===== src/rtl/regfile_wport_arbiter.sv =====
// Round-robin arbiter for the shared register-file write port.
// Requester A is ALU writeback (rd), B is load writeback (rt).
module regfile_wport_arbiter #(
    parameter int DW = 32,
    parameter int AW = 5,
    parameter int CW = 16
) (
    input  logic          clk,
    input  logic          rst,
    input  logic          a_valid,
    input  logic [AW-1:0] a_addr,
    input  logic [DW-1:0] a_data,
    output logic          a_ready,
    input  logic          b_valid,
    input  logic [AW-1:0] b_addr,
    input  logic [DW-1:0] b_data,
    output logic          b_ready,
    input  logic          hold,
    output logic          mux_sel,
    output logic          rf_we,
    output logic [AW-1:0] rf_waddr,
    output logic [DW-1:0] rf_wdata,
    output logic [CW-1:0] wr_count
);

    typedef enum logic [1:0] {
        IDLE = 2'd0,
        WR_A = 2'd1,
        WR_B = 2'd2
    } state_t;

    state_t        state;
    logic          ptr_q;
    logic          ptr;
    logic          grant_a;
    logic          grant_b;
    logic          grant;
    logic [AW-1:0] g_addr;
    logic [DW-1:0] g_data;

    // Pointer 0 favours A, 1 favours B; a grant last cycle flips it
    // to the other requester, an idle cycle keeps the saved value.
    always_comb begin
        ptr = ptr_q;
        case (state)
            WR_A:    ptr = 1'b1;
            WR_B:    ptr = 1'b0;
            default: ptr = ptr_q;
        endcase
    end

    always_comb begin
        grant_a = 1'b0;
        grant_b = 1'b0;
        if (!rst && !hold) begin
            grant_a = a_valid && (!b_valid || !ptr);
            grant_b = b_valid && (!a_valid || ptr);
        end
    end

    assign grant   = grant_a || grant_b;
    assign a_ready = grant_a;
    assign b_ready = grant_b;
    assign g_addr  = grant_b ? b_addr : a_addr;
    assign g_data  = grant_b ? b_data : a_data;

    always_ff @(posedge clk or posedge rst) begin
        if (rst) begin
            state    <= IDLE;
            ptr_q    <= 1'b0;
            mux_sel  <= 1'b0;
            rf_we    <= 1'b0;
            rf_waddr <= '0;
            rf_wdata <= '0;
            wr_count <= '0;
        end else begin
            ptr_q <= ptr;
            if (grant_a) begin
                state <= WR_A;
            end else if (grant_b) begin
                state <= WR_B;
            end else begin
                state <= IDLE;
            end
            if (grant) begin
                mux_sel  <= grant_b;
                rf_waddr <= g_addr;
                rf_wdata <= g_data;
                // $zero writes are accepted and counted but never strobed
                rf_we    <= |g_addr;
                wr_count <= wr_count + CW'(1);
            end else begin
                rf_we <= 1'b0;
            end
        end
    end

endmodule


===== config.mk =====
export PLATFORM = sky130hd
export DESIGN_NAME = regfile_wport_arbiter
export DESIGN_NICKNAME = d
export VERILOG_FILES = /design/src/rtl/regfile_wport_arbiter.sv
export SDC_FILE = /design/constraint.sdc
export NUM_CORES = 1
export LEC_CHECK = 0
export BUFFER_PORTS_ARGS = -buffer_cell sky130_fd_sc_hd__buf_2
export CORE_ASPECT_RATIO = 1.2
export CORE_UTILIZATION = 41
export CTS_CLUSTER_DIAMETER = 200
export DETAILED_ROUTE_END_ITERATION = 6
export HOLD_SLACK_MARGIN = 0.03
export PLACE_DENSITY_LB_ADDON = 0.05
export SLEW_MARGIN = 25
export SYNTH_ARGS = -nofsm -noshare
export SYNTH_HDL_FRONTEND = slang
export SYNTH_SLANG_ARGS = --single-unit

===== constraint.sdc =====
create_clock -name clk -period 1.8 [get_ports clk]
set_input_delay 0.36 -clock clk [delete_from_list [all_inputs] [get_ports clk]]
set_output_delay 0.36 -clock clk [all_outputs]
set_load 0.02 [all_outputs]

# Word-level counts from Yosys, hierarchy flattened
# Index checks and enable logic that the tools add are counted.
[totals] wordCells=30 out_inout_bits=57 inputBits=79 regBits=58
[classes] reduce_logical=12 n_addsub=1 muxes=8 eq_ne=2
[op_table] operator="2-to-1 mux 32 bit" count=1
[op_table] operator="adder 16 x 1 -> 16 bit, second input constant" count=1
[op_table] operator="logical NOT 1 bit" count=5
[op_table] operator="2-to-1 mux 5 bit" count=1
[op_table] operator="OR reduction 5 bit" count=1
[op_table] operator="2-to-1 mux 2 bit" count=2
[op_table] operator="logical AND 1 bit" count=3
[op_table] operator="logical OR 1 bit" count=3
[op_table] operator="2-to-1 mux 1 bit" count=3
[op_table] operator="== test 2 x 1 -> 1 bit, second input constant" count=1
[op_table] operator="== test 2 bit, second input constant" count=1
[op_table] operator="one-hot mux 1 bit (2 select lines)" count=1

# Longest topological paths before layout
# Gate-level depths: netlist (run 1).
[logic_depth] word_depth=8 ltp_mapped=9 mapped_depth_nobuf=7

# Worst setup path after synthesis (run 1)
# No wires, ideal clock.
[synth_timing] kind="register to output" start="register state[0]" end="output a_ready" arrival_time_ns=1.583 required_time_ns=1.440 n_path_buf=0 stages_incl_launch_ff=4 slack_ns=-0.143 cell_sequence="dfrtp_1 -> ha_1 -> mux2_4 -> a211oi_1"
[synth_between] elab_chain_cells=6 word_cells_on_any_way=7 classes_between="2 x eq/ne; 2 x mux; 3 x reduce/logical"
[synth_rtl] element="start, declared" line="32" text="state_t state;"
[synth_rtl] element="start signal, assigned" line="69" text="state <= IDLE;"
[synth_rtl] element="start signal, assigned" line="79" text="state <= WR_A;"
[synth_rtl] element="start signal, assigned" line="81" text="state <= WR_B;"
[synth_rtl] element="== test 2 bit or == test 2 x 1 -> 1 bit (tied branches)" line="45" text="case (state)"
[synth_rtl] element="one-hot mux 1 bit (2 select lines) *" line="45"
[synth_rtl] element="named net ptr" line="34" text="logic ptr;"
[synth_rtl] element="logical NOT 1 bit *" line="56" text="grant_a = a_valid && (!b_valid || !ptr);"
[synth_rtl] element="logical OR 1 bit *" line="56"
[synth_rtl] element="logical AND 1 bit *" line="56"
[synth_rtl] element="2-to-1 mux 1 bit *" line="55" text="if (!rst && !hold) begin"
[synth_rtl] element="end, declared" line="13" text="output logic a_ready,"
# The timed path passes the listed nets; every way through them passes the cells marked *.

# Worst setup path after layout (run 1)
[layout_timing] start="register state[1]" end="output b_ready"
[layout_between] elab_chain_cells=5 word_cells_on_any_way=6 classes_between="2 x eq/ne; 2 x mux; 2 x reduce/logical"
[layout_rtl] element="== test 2 bit or == test 2 x 1 -> 1 bit (tied branches)" line="45"
[layout_rtl] element="one-hot mux 1 bit (2 select lines) *" line="45"
[layout_rtl] element="named net ptr" line="34"
[layout_rtl] element="logical OR 1 bit *" line="57" text="grant_b = b_valid && (!a_valid || ptr);"
[layout_rtl] element="logical AND 1 bit *" line="57"
[layout_rtl] element="2-to-1 mux 1 bit *" line="55"
[layout_rtl] element="end, declared" line="17" text="output logic b_ready,"
# Marked as above.

==> run_results.csv, run 1 <==
group,metric,value,unit
status,status,"finished with violations",
status,failed_checks,"negative setup slack",
setup_path,cp.required,1.44,ns
floorplanning,core-area,6090,um^2
floorplanning,io_pins,136,
cells_and_area,layout-drive-gt1-share,49.7,%
synthesis,ys_types,27,
global_routing,grt_max_degree,54,
floorplanning,die-area,6660,um^2
detailed_routing,drt-pass1-iter-count,4,
setup_path,cp-start-kind,"flop",
sta,period_needed,2.08,ns
sta,max_freq,482,MHz
power_and_ir_drop,intPower,0.00241,W
synthesis,netlist.area_leader.share,55.9,%
sta,min_period_over_period,115,%
global_routing,gr-total-overflow,0,
setup_path,reg2reg_depth,9,
power_and_ir_drop,pwr-share-comb,28.4,%
synthesis,synth_edf_count,0,
setup_path,worstPathMaxFanout,3,
setup_path,path_buf_inv,3,
sta,finalSetupViolations,39,
clock_tree,cts_tree,"yes",
floorplanning,start_util,42.6,%
power_and_ir_drop,leakage,2.00,nW
synthesis,synth_area_leaders,"dfrtp_1 56%, a21oi_1 14%, nand2_1 7.2%",
clock_tree,cts.sinks,58,
clock_tree,clk_pin_slew,0.06,ns
floorplanning,num_rows,31,
setup_path,slowest_delay,0.34,ns
place,place.gp.congestion,0.749,
min_path,min_path_cells,3,
sta,tightestPinTransition,0.402,ns
cells_and_area,fin_util,66.4,%
detailed_routing,vias,2607,
power_and_ir_drop,ir_worst_vdd,0.000473,V
sta,fin_skew,0.00704,ns
min_path,hold_class,"in -> reg",
setup_path,critical_path.slowest_cell,"mux2_4",
min_path,min_to,"rf_wdata[20]$_DFFE_PP0P_",
sta,max_slew_margin,73.1,%
setup_path,path_class,"reg -> out",
floorplanning,die_w,74.6,um
global_routing,grt_pass1_wl,11.7,mm
setup_path,cp-end-kind,"output port",
clock_tree,clk_latency,0.33,ns
cells_and_area,nets,526,
place,hpwl,4.89,mm
detailed_routing,drc_errors,0,
setup_path,rr_endpoint,"rf_wdata[14]$_DFFE_PP0P_",
sta,hold-worst-slack,0.255,ns
synthesis,ys_async_sr_fraction,100,%
power_and_ir_drop,powerDensity,916,nW/um^2
sta,rsz0062_at_grt,"yes",
synthesis,netlist_area,2600,um^2
cells_and_area,stdcell_area,4040,um^2
detailed_routing,wire_per_inst,13.9,um
global_routing,track_usage,23.9,%
floorplanning,die_h,89.2,um
synthesis,seq_area_frac_synth,55.9,%
global_routing,grt_pass1_vias,2451,
cells_and_area,n_antenna_cell,0,
power_and_ir_drop,p_total,0.00371,W
detailed_routing,detail-route-antenna-nets,0,
power_and_ir_drop,p_switching,0.00129,W
power_and_ir_drop,seqPwrFrac,45.3,%
detailed_routing,first_iter_violations,87,
setup_path,crit_family,"multiplexers",
cells_and_area,area_growth_syn_to_layout,55.8,%
synthesis,ys_ff_latch,58,
synthesis,syn-num-nets,370,
clock_tree,clk_path_buf_depth,2,
place,placed_area,3530,um^2
power_and_ir_drop,clkPwrFrac,26.3,%
synthesis,avgSynthCellArea,8.98,um^2
detailed_routing,wirelength,7.38,mm
synthesis,netlist_instances,289,
sta,hold_viol_final,0,
sta,worst_slack,-0.277,ns
place,io_buffers,135,
synthesis,synth_top_cell_by_area,"dfrtp_1",
clock_tree,numCtsBuffers,9,
setup_path,crit_chain,"inv_1, ha_1, mux2_4, o211ai_4, inv_2, buf_6",
cells_and_area,mostFrequentLayoutCell,"buf_2",
synthesis,synth_flop_cell,"dfrtp_1",
setup_path,reg2reg_slack,-0.09,ns
cells_and_area,layout_common_cells,"133 x buf_2, 58 x dfrtp_1, 50 x nand2_1",
place,dpl_worst_slack,-0.0326,ns
setup_path,r2r-start,"state[1]$_DFF_PP0_",
global_routing,antenna_found_initial,0,
flow_run,cap_violations,0,
clock_tree,cts_htree_levels,3,
detailed_routing,via_per_inst,4.91,
setup_path,worstPathArrival,1.72,ns
power_and_ir_drop,p_sw_share,34.9,%
synthesis,synth_warnings,0,
sta,final_max_slew_viol_count,0,
min_path,hold_start,"a_data[20]",
clock_tree,ctsRootBufferMaster,"clkbuf_8",
==> cell families (layout without fill, tap and decap cells) <==
kind of cell               Yosys count  in the layout  share of synthesized area, %
adders and majority gates            2              2                         0.964
xor gates and xnor gates            15             15                          5.06
DFF                                 58             58                          55.9
muxes                                1              1                         0.578
buffers and inverters               21            181                          3.61
and+or+nand+nor                    115            115                          18.7
AOI/OAI and AO/OA                   77             77                          15.2
==> power groups by stage <==
stage | sequential [W] | combinational [W] | clock, W
floorplan | 0.00193 | 0.000322 | 0
global placement | 0.00170 | 0.000965 | 0
detailed placement | 0.00170 | 0.000983 | 0
CTS | 0.00168 | 0.00103 | 0.00100
global route | 0.00171 | 0.00117 | 0.00107
finish | 0.00168 | 0.00105 | 0.000975
==> sequential cells by signal, summed over array words and instances (netlist names) <==
| register | cells |
|---|---|
| rf_wdata | 32 |
| state | 2 |
| ptr_q | 1 |
| mux_sel | 1 |
| rf_waddr | 5 |
| wr_count | 16 |
| rf_we | 1 |
==> metal layers <==
metal  vias up  GRT usage (%)  share of wire, %
li1       1277              -                 -
met1      1236           30.4                43
met2        84           38.0                50
met3        10           6.20               4.7
met4         0           10.8               1.8
met5         -              0                 0
==> layout make-up <==
| class | count | area (um^2) |
|---|---|---|
| flip-flops and latches | 58 | 1450 |
| clock inverters | 4 | 20.0 |
| fillers | 543 | 2050 |
| repair buffers | 161 | 1050 |
| multi-input cells | 210 | 1270 |
| inverters | 5 | 18.8 |
| well taps | 82 | 103 |
| clock buffers | 11 | 131 |
==> worst reg2reg max path: stages (launching register included) <==
cell,delay [ns]
dfrtp_1,0.32
inv_1,0.04
ha_1,0.29
mux2_4,0.34
o211ai_4,0.18
inv_2,0.08
buf_12,0.15
clkbuf_16,0.17
a21oi_2,0.13
a21oi_1,0.07
==> cells in the mapped netlist (2+ instances only) <==
cell,n
nor3_1,5
buf_2,6
ha_1,2
a21oi_1,74
or4_1,2
inv_1,4
nand4_1,3
nand3_1,5
nor2_1,43
clkbuf_1,9
xnor2_1,12
nand2_1,50
dfrtp_1,58
xor2_1,3
==> through the flow <==
stage,cells,setup TNS [ns]
finish,531,-2.95
detailed placement,508,-0.342
global route,531,-6.66
global placement,508,-0.0509
floorplan,289,0
CTS,529,-3.43
==> worst max-delay path by stage <==
| stage | cells after the start | start | to | slack [ns] |
|---|---|---|---|---|
| 2_1_floorplan | 9 | state[1]$_DFF_PP0_ | rf_wdata[10]$_DFFE_PP0P_ | 0.003 |
| 3_3_place_gp | 5 | state[1]$_DFF_PP0_ | a_ready | -0.03 |
| 3_5_place_dp | 8 | state[1]$_DFF_PP0_ | rf_wdata[15]$_DFFE_PP0P_ | -0.03 |
| 4_1_cts | 5 | state[1]$_DFF_PP0_ | a_ready | -0.30 |
| 5_1_grt | 5 | state[1]$_DFF_PP0_ | a_ready | -0.37 |
| 6_report | 6 | state[1]$_DFF_PP0_ | b_ready | -0.28 |
==> what timing repair did <==
action,in CTS,in global routing
setup buffers,3,1
resized for setup,45,16
pin swaps,11,1
gates cloned,2,2
setup endpoints to repair,35,41
endpoints found under the hold margin,5,0
hold buffers,1,0
No activity file was read; power rests on OpenSTA's default activity.
==> run 2: changes to the inputs <==
- CELL_PAD_IN_SITES_DETAIL_PLACEMENT: not set -> 1
- CELL_PAD_IN_SITES_GLOBAL_PLACEMENT: not set -> 2
- CORE_UTILIZATION: 41 -> 22
- MAX_ROUTING_LAYER: not set -> met4
==> run_results.csv, run 2 (synthesis gave the netlist of run 1 again) <==
group,metric,value,unit
place,io_buffers,135,
place,hpwl,6.41,mm
global_routing,grt_pass1_wl,15.1,mm
sta,final_max_slew_viol_count,0,
detailed_routing,wirelength,9.54,mm
sta,fin_skew,0.00798,ns
sta,worst_slack,-0.306,ns
cells_and_area,layout_common_cells,"133 x buf_2, 58 x dfrtp_1, 50 x nand2_1",
clock_tree,cts_htree_levels,3,
setup_path,cp-end-kind,"output port",
sta,finalSetupViolations,40,
sta,period_needed,2.11,ns
sta,max_slew_margin,71.1,%
global_routing,grt_max_degree,43,
place,placed_area,3660,um^2
setup_path,cp.required,1.44,ns
setup_path,path_class,"reg -> out",
cells_and_area,reg_top3,"rf_wdata: 32 flops, wr_count: 16 flops, rf_waddr: 5 flops",
status,failed_checks,"negative setup slack",
cells_and_area,largest_register,"rf_wdata",
setup_path,worstPathMaxFanout,3,
cells_and_area,layout-drive-gt1-share,52.7,%
detailed_routing,vias,2679,
place,dpl_worst_slack,-0.134,ns
setup_path,critical_path.slowest_cell,"dfrtp_1",
global_routing,antenna_found_initial,0,
detailed_routing,drc_errors,0,
floorplanning,core-area,11500,um^2
status,status,"finished with violations",
setup_path,cp-start-kind,"flop",
cells_and_area,n_antenna_cell,0,
clock_tree,cts_hold_buf,0,
cells_and_area,stdcell_area,4450,um^2
cells_and_area,nets,526,
clock_tree,clk_path_buf_depth,2,
place,place.gp.congestion,0.737,
setup_path,slowest_delay,0.40,ns
global_routing,track_usage,16.9,%
global_routing,grt_pass1_vias,2924,
detailed_routing,first_iter_violations,45,
global_routing,gr-total-overflow,0,
floorplanning,io_pins,136,
power_and_ir_drop,powerDensity,1030,nW/um^2
setup_path,reg2reg_depth,9,
sta,tightestPinTransition,0.432,ns
floorplanning,die_h,121,um
clock_tree,ctsRootBufferMaster,"clkbuf_16",
sta,hold_viol_final,0,
detailed_routing,detail-route-antenna-nets,0,
floorplanning,start_util,22.5,%
power_and_ir_drop,leakage,2.09,nW
detailed_routing,drt-pass1-iter-count,4,
clock_tree,cts.sinks,58,
clock_tree,cts_tree,"yes",
setup_path,worst-path-stages,5,
detailed_routing,via_per_inst,4.41,
clock_tree,clk_pin_slew,0.05,ns
power_and_ir_drop,ir_worst_vdd,0.000393,V
cells_and_area,mostFrequentLayoutCell,"buf_2",
detailed_routing,wire_per_inst,15.7,um
setup_path,crit_family,"flip-flops",
clock_tree,numCtsBuffers,9,
sta,max_freq,475,MHz
flow_run,cap_violations,0,
floorplanning,die_w,101,um
floorplanning,num_rows,43,
setup_path,path_buf_inv,2,
cells_and_area,largest_register_ffs,32,
sta,rsz0062_at_grt,"yes",
setup_path,worstPathArrival,1.75,ns
cells_and_area,area_growth_syn_to_layout,71.2,%
setup_path,crit_chain,"ha_4, mux2_4, o211ai_4, inv_4, buf_6",
sta,hold-worst-slack,0.0428,ns
sta,tns,-9.02,ns
clock_tree,clk_latency,0.33,ns
floorplanning,die-area,12200,um^2
sta,min_period_over_period,117,%
min_path,hold_class,"in -> async",
[run 2: cell types whose count changed in the layout (fill, tap and decap cells not counted), sizes merged]
cell         delta
clkbuf          +1
buf             +3
dlygate4sd3     -1
bufinv          +1
clkinv          -3
[run 2: worst reg2reg max path, cell delays in order, from the launching register on]
cell	delay (ns)
dfrtp_1	0.40
ha_4	0.28
mux2_4	0.33
o211ai_4	0.23
inv_4	0.06
buf_4	0.14
buf_12	0.15
buf_16	0.16
a21oi_4	0.13
a21oi_2	0.06
[run 2: power breakdown]
part / leakage (nW) / switching [W] / internal, W
logic: 1.26 / 0.000712 / 0.000449
registers: 0.690 / 0.000150 / 0.00151
clock network: 0.147 / 0.000605 / 0.00115
[run 2: final timing paths]
kind / start / slack (ns) / endpoint
setup / recovery: state[0]$_DFF_PP0_ / -0.31 / b_ready
hold / removal: rst / 0.04 / wr_count[14]$_DFFE_PP0P_
setup reg to reg: state[0]$_DFF_PP0_ / -0.24 / rf_wdata[15]$_DFFE_PP0P_
hold reg to reg: wr_count[15]$_DFFE_PP0P_ / 0.47 / wr_count[15]$_DFFE_PP0P_
max in group asynchronous: rst / 1.19 / rf_wdata[21]$_DFFE_PP0P_
min in group clk: a_data[7] / 0.27 / rf_wdata[7]$_DFFE_PP0P_
[run 2: repair_timing]
| item | 4_1_cts | 5_1_grt |
|---|---|---|
| endpoints found under the setup margin | 38 | 41 |
| setup buffers | 4 | 1 |
| resized for setup | 51 | 41 |
| pin swaps | 42 | 40 |
| gates cloned | 2 | 0 |
[run 2: layout make-up]
class / instances / area (um^2)
fill: 1374 / 7070
multi-input combinational: 210 / 1440
clock inverter: 2 / 35.0
inverter: 5 / 21.3
clock buffer: 14 / 264
timing repair buffer: 161 / 1040
tap: 157 / 196
sequential: 58 / 1450
[run 2: routing by layer]
layer	track usage (%)	vias to the layer above	part of all wire [%]
li1	-	1279	-
met1	20.0	1315	43
met2	27.8	75	51
met3	3.86	10	4.7
met4	6.25	0	1.5
met5	-	-	0
[run 2: through the flow]
step	util [%]	power (W)	cells
6_report	38.6	0.00458	607
3_3_place_gp	31.8	0.00273	585
2_1_floorplan	-	0.00225	289
5_1_grt	38.6	0.00483	607
3_5_place_dp	31.8	0.00275	585
4_1_cts	36.8	0.00458	607
==> run 3: changes to the inputs <==
- RECOVER_POWER: not set -> 100
- REMOVE_ABC_BUFFERS: not set -> 1
==> run_results.csv, run 3 (synthesis gave the netlist of run 1 again) <==
group,metric,value,unit
cells_and_area,mostFrequentLayoutCell,"buf_2",
sta,max_freq,478,MHz
place,placed_area,3630,um^2
cells_and_area,stdcell_area,4350,um^2
detailed_routing,first_iter_violations,42,
global_routing,grt_max_degree,40,
power_and_ir_drop,leakage,1.92,nW
detailed_routing,drc_errors,0,
cells_and_area,fin_util,37.8,%
sta,max_slew_margin,13.8,%
clock_tree,cts_hold_buf,0,
global_routing,grt_pass1_vias,2859,
setup_path,critical_path.slowest_cell,"dfrtp_1",
cells_and_area,reg_top3,"rf_wdata: 32 flops, wr_count: 16 flops, rf_waddr: 5 flops",
global_routing,grt_pass1_wl,14.9,mm
clock_tree,cts.sinks,58,
cells_and_area,multi_input_area,1420,um^2
flow_run,cap_violations,0,
cells_and_area,final_cell_count_no_fill,611,
cells_and_area,layout-drive-gt1-share,39.7,%
detailed_routing,wirelength,9.81,mm
detailed_routing,wire_per_inst,16.1,um
detailed_routing,via_per_inst,4.44,
sta,rsz0062_at_grt,"yes",
sta,min_period_over_period,116,%
global_routing,antenna_found_initial,1,
cells_and_area,largest_register_ffs,32,
min_path,hold_class,"in -> reg",
setup_path,path_class,"reg -> out",
cells_and_area,fill_cells,1403,
floorplanning,io_pins,136,
clock_tree,cts_tree,"yes",
cells_and_area,layout.area.seq,1450,um^2
setup_path,worstPathArrival,1.73,ns
detailed_routing,vias,2714,
place,place.gp.congestion,0.713,
clock_tree,numCtsBuffers,9,
power_and_ir_drop,powerDensity,1010,nW/um^2
setup_path,slowest_delay,0.39,ns
status,failed_checks,"negative setup slack",
setup_path,cp-end-kind,"output port",
place,hpwl,6.35,mm
floorplanning,start_util,22.5,%
floorplanning,die_w,101,um
setup_path,cp.required,1.44,ns
floorplanning,num_rows,43,
clock_tree,cts_htree_levels,3,
global_routing,gr-total-overflow,0,
floorplanning,die-area,12200,um^2
status,status,"finished with violations",
sta,period_needed,2.09,ns
clock_tree,clk_latency,0.33,ns
floorplanning,core-area,11500,um^2
power_and_ir_drop,ir_worst_vdd,0.000347,V
detailed_routing,drt-pass1-iter-count,4,
sta,worst_slack,-0.291,ns
setup_path,worstPathMaxFanout,3,
clock_tree,ctsRootBufferMaster,"clkbuf_16",
cells_and_area,nets,529,
cells_and_area,layout_common_cells,"76 x buf_2, 62 x clkbuf_1, 58 x dfrtp_1",
clock_tree,clk_path_buf_depth,2,
setup_path,crit_chain,"ha_4, mux2_4, o211ai_4, inv_4, buf_6",
place,io_buffers,135,
sta,final_max_slew_viol_count,0,
cells_and_area,largest_register,"rf_wdata",
sta,fin_skew,0.00471,ns
sta,hold_viol_final,0,
sta,tightestPinTransition,1.29,ns
clock_tree,clk_pin_slew,0.05,ns
detailed_routing,detail-route-antenna-nets,0,
power_and_ir_drop,p_total,0.00439,W
global_routing,track_usage,16.8,%
setup_path,cp-start-kind,"flop",
floorplanning,die_h,121,um
sta,finalSetupViolations,40,
place,dp_cells,586,
cells_and_area,area_growth_syn_to_layout,67.6,%
## run 3: changes by cell type in the layout (fill, tap and decap cells not counted), sizes merged
cell	change
clkbuf	+67
buf	-64
bufinv	-1
clkinv	+1
diode	+1
## run 3: final cells by class
type                            instances  area share, %
Sequential cell                        58           33.4
Antenna cell                            1         0.0575
Clock buffer                           14           6.30
Clock inverter                          2          0.230
Inverter                                5          0.489
Timing Repair Buffer                  164           22.4
Multi-Input combinational cell        210           32.6
Tap cell                              157           4.52
## run 3: path summary, 6_finish.rpt
check / from / end / slack (ns) / cells after the start
max: state[0]$_DFF_PP0_ / b_ready / -0.29 / 5
min: a_data[22] / rf_wdata[22]$_DFFE_PP0P_ / 0.27 / 3
max reg2reg: state[0]$_DFF_PP0_ / rf_wdata[10]$_DFFE_PP0P_ / -0.22 / 9
min reg2reg: wr_count[15]$_DFFE_PP0P_ / wr_count[15]$_DFFE_PP0P_ / 0.47 / 1
max in group asynchronous: rst / rf_wdata[9]$_DFFE_PP0P_ / 0.56 / 3
min in group asynchronous: rst / wr_count[8]$_DFFE_PP0P_ / 0.36 / 3
## run 3: layer usage
layer	vias up	routed length [um]	part of all wire [%]	track usage, %
li1	1286	-	-	-
met1	1346	4080	42	19.8
met2	69	5150	52	27.6
met3	13	414	4.2	3.28
met4	0	172	1.8	7.88
met5	-	0	0	-
## run 3: worst max-delay path, delay by kind of cell, from the launching register on
| family | cells | cell delay (ns) |
|---|---|---|
| flops | 1 | 0.39 |
| compound gates | 1 | 0.20 |
| buf+inv | 2 | 0.21 |
| fa+ha+maj | 1 | 0.27 |
| mux | 1 | 0.33 |
## run 3: per-stage QoR
step                setup TNS [ns]  setup slack, ns  hold WS, ns
floorplan                   -41.34            -1.08        0.484
global placement             -1.46          -0.0724        0.447
detailed placement           -3.55           -0.123        0.453
CTS                         -10.84           -0.346       0.0997
global route                -10.63           -0.352        0.277
finish                       -7.55           -0.291        0.268
## run 3: power breakdown
part / internal [W] / total [W] / switching, W
combinational: 0.000372 / 0.00107 / 0.000694
sequential: 0.00151 / 0.00168 / 0.000171
clock: 0.00104 / 0.00164 / 0.000599
## run 3: repair_timing
item | in CTS | in global routing
endpoints found under the setup margin | 39 | 42
resized for setup | 32 | 63
endpoints found under the hold margin | 0 | 0
buffers inserted | 4 | 1
gates cloned | 0 | 4
pin swaps | 11 | 73
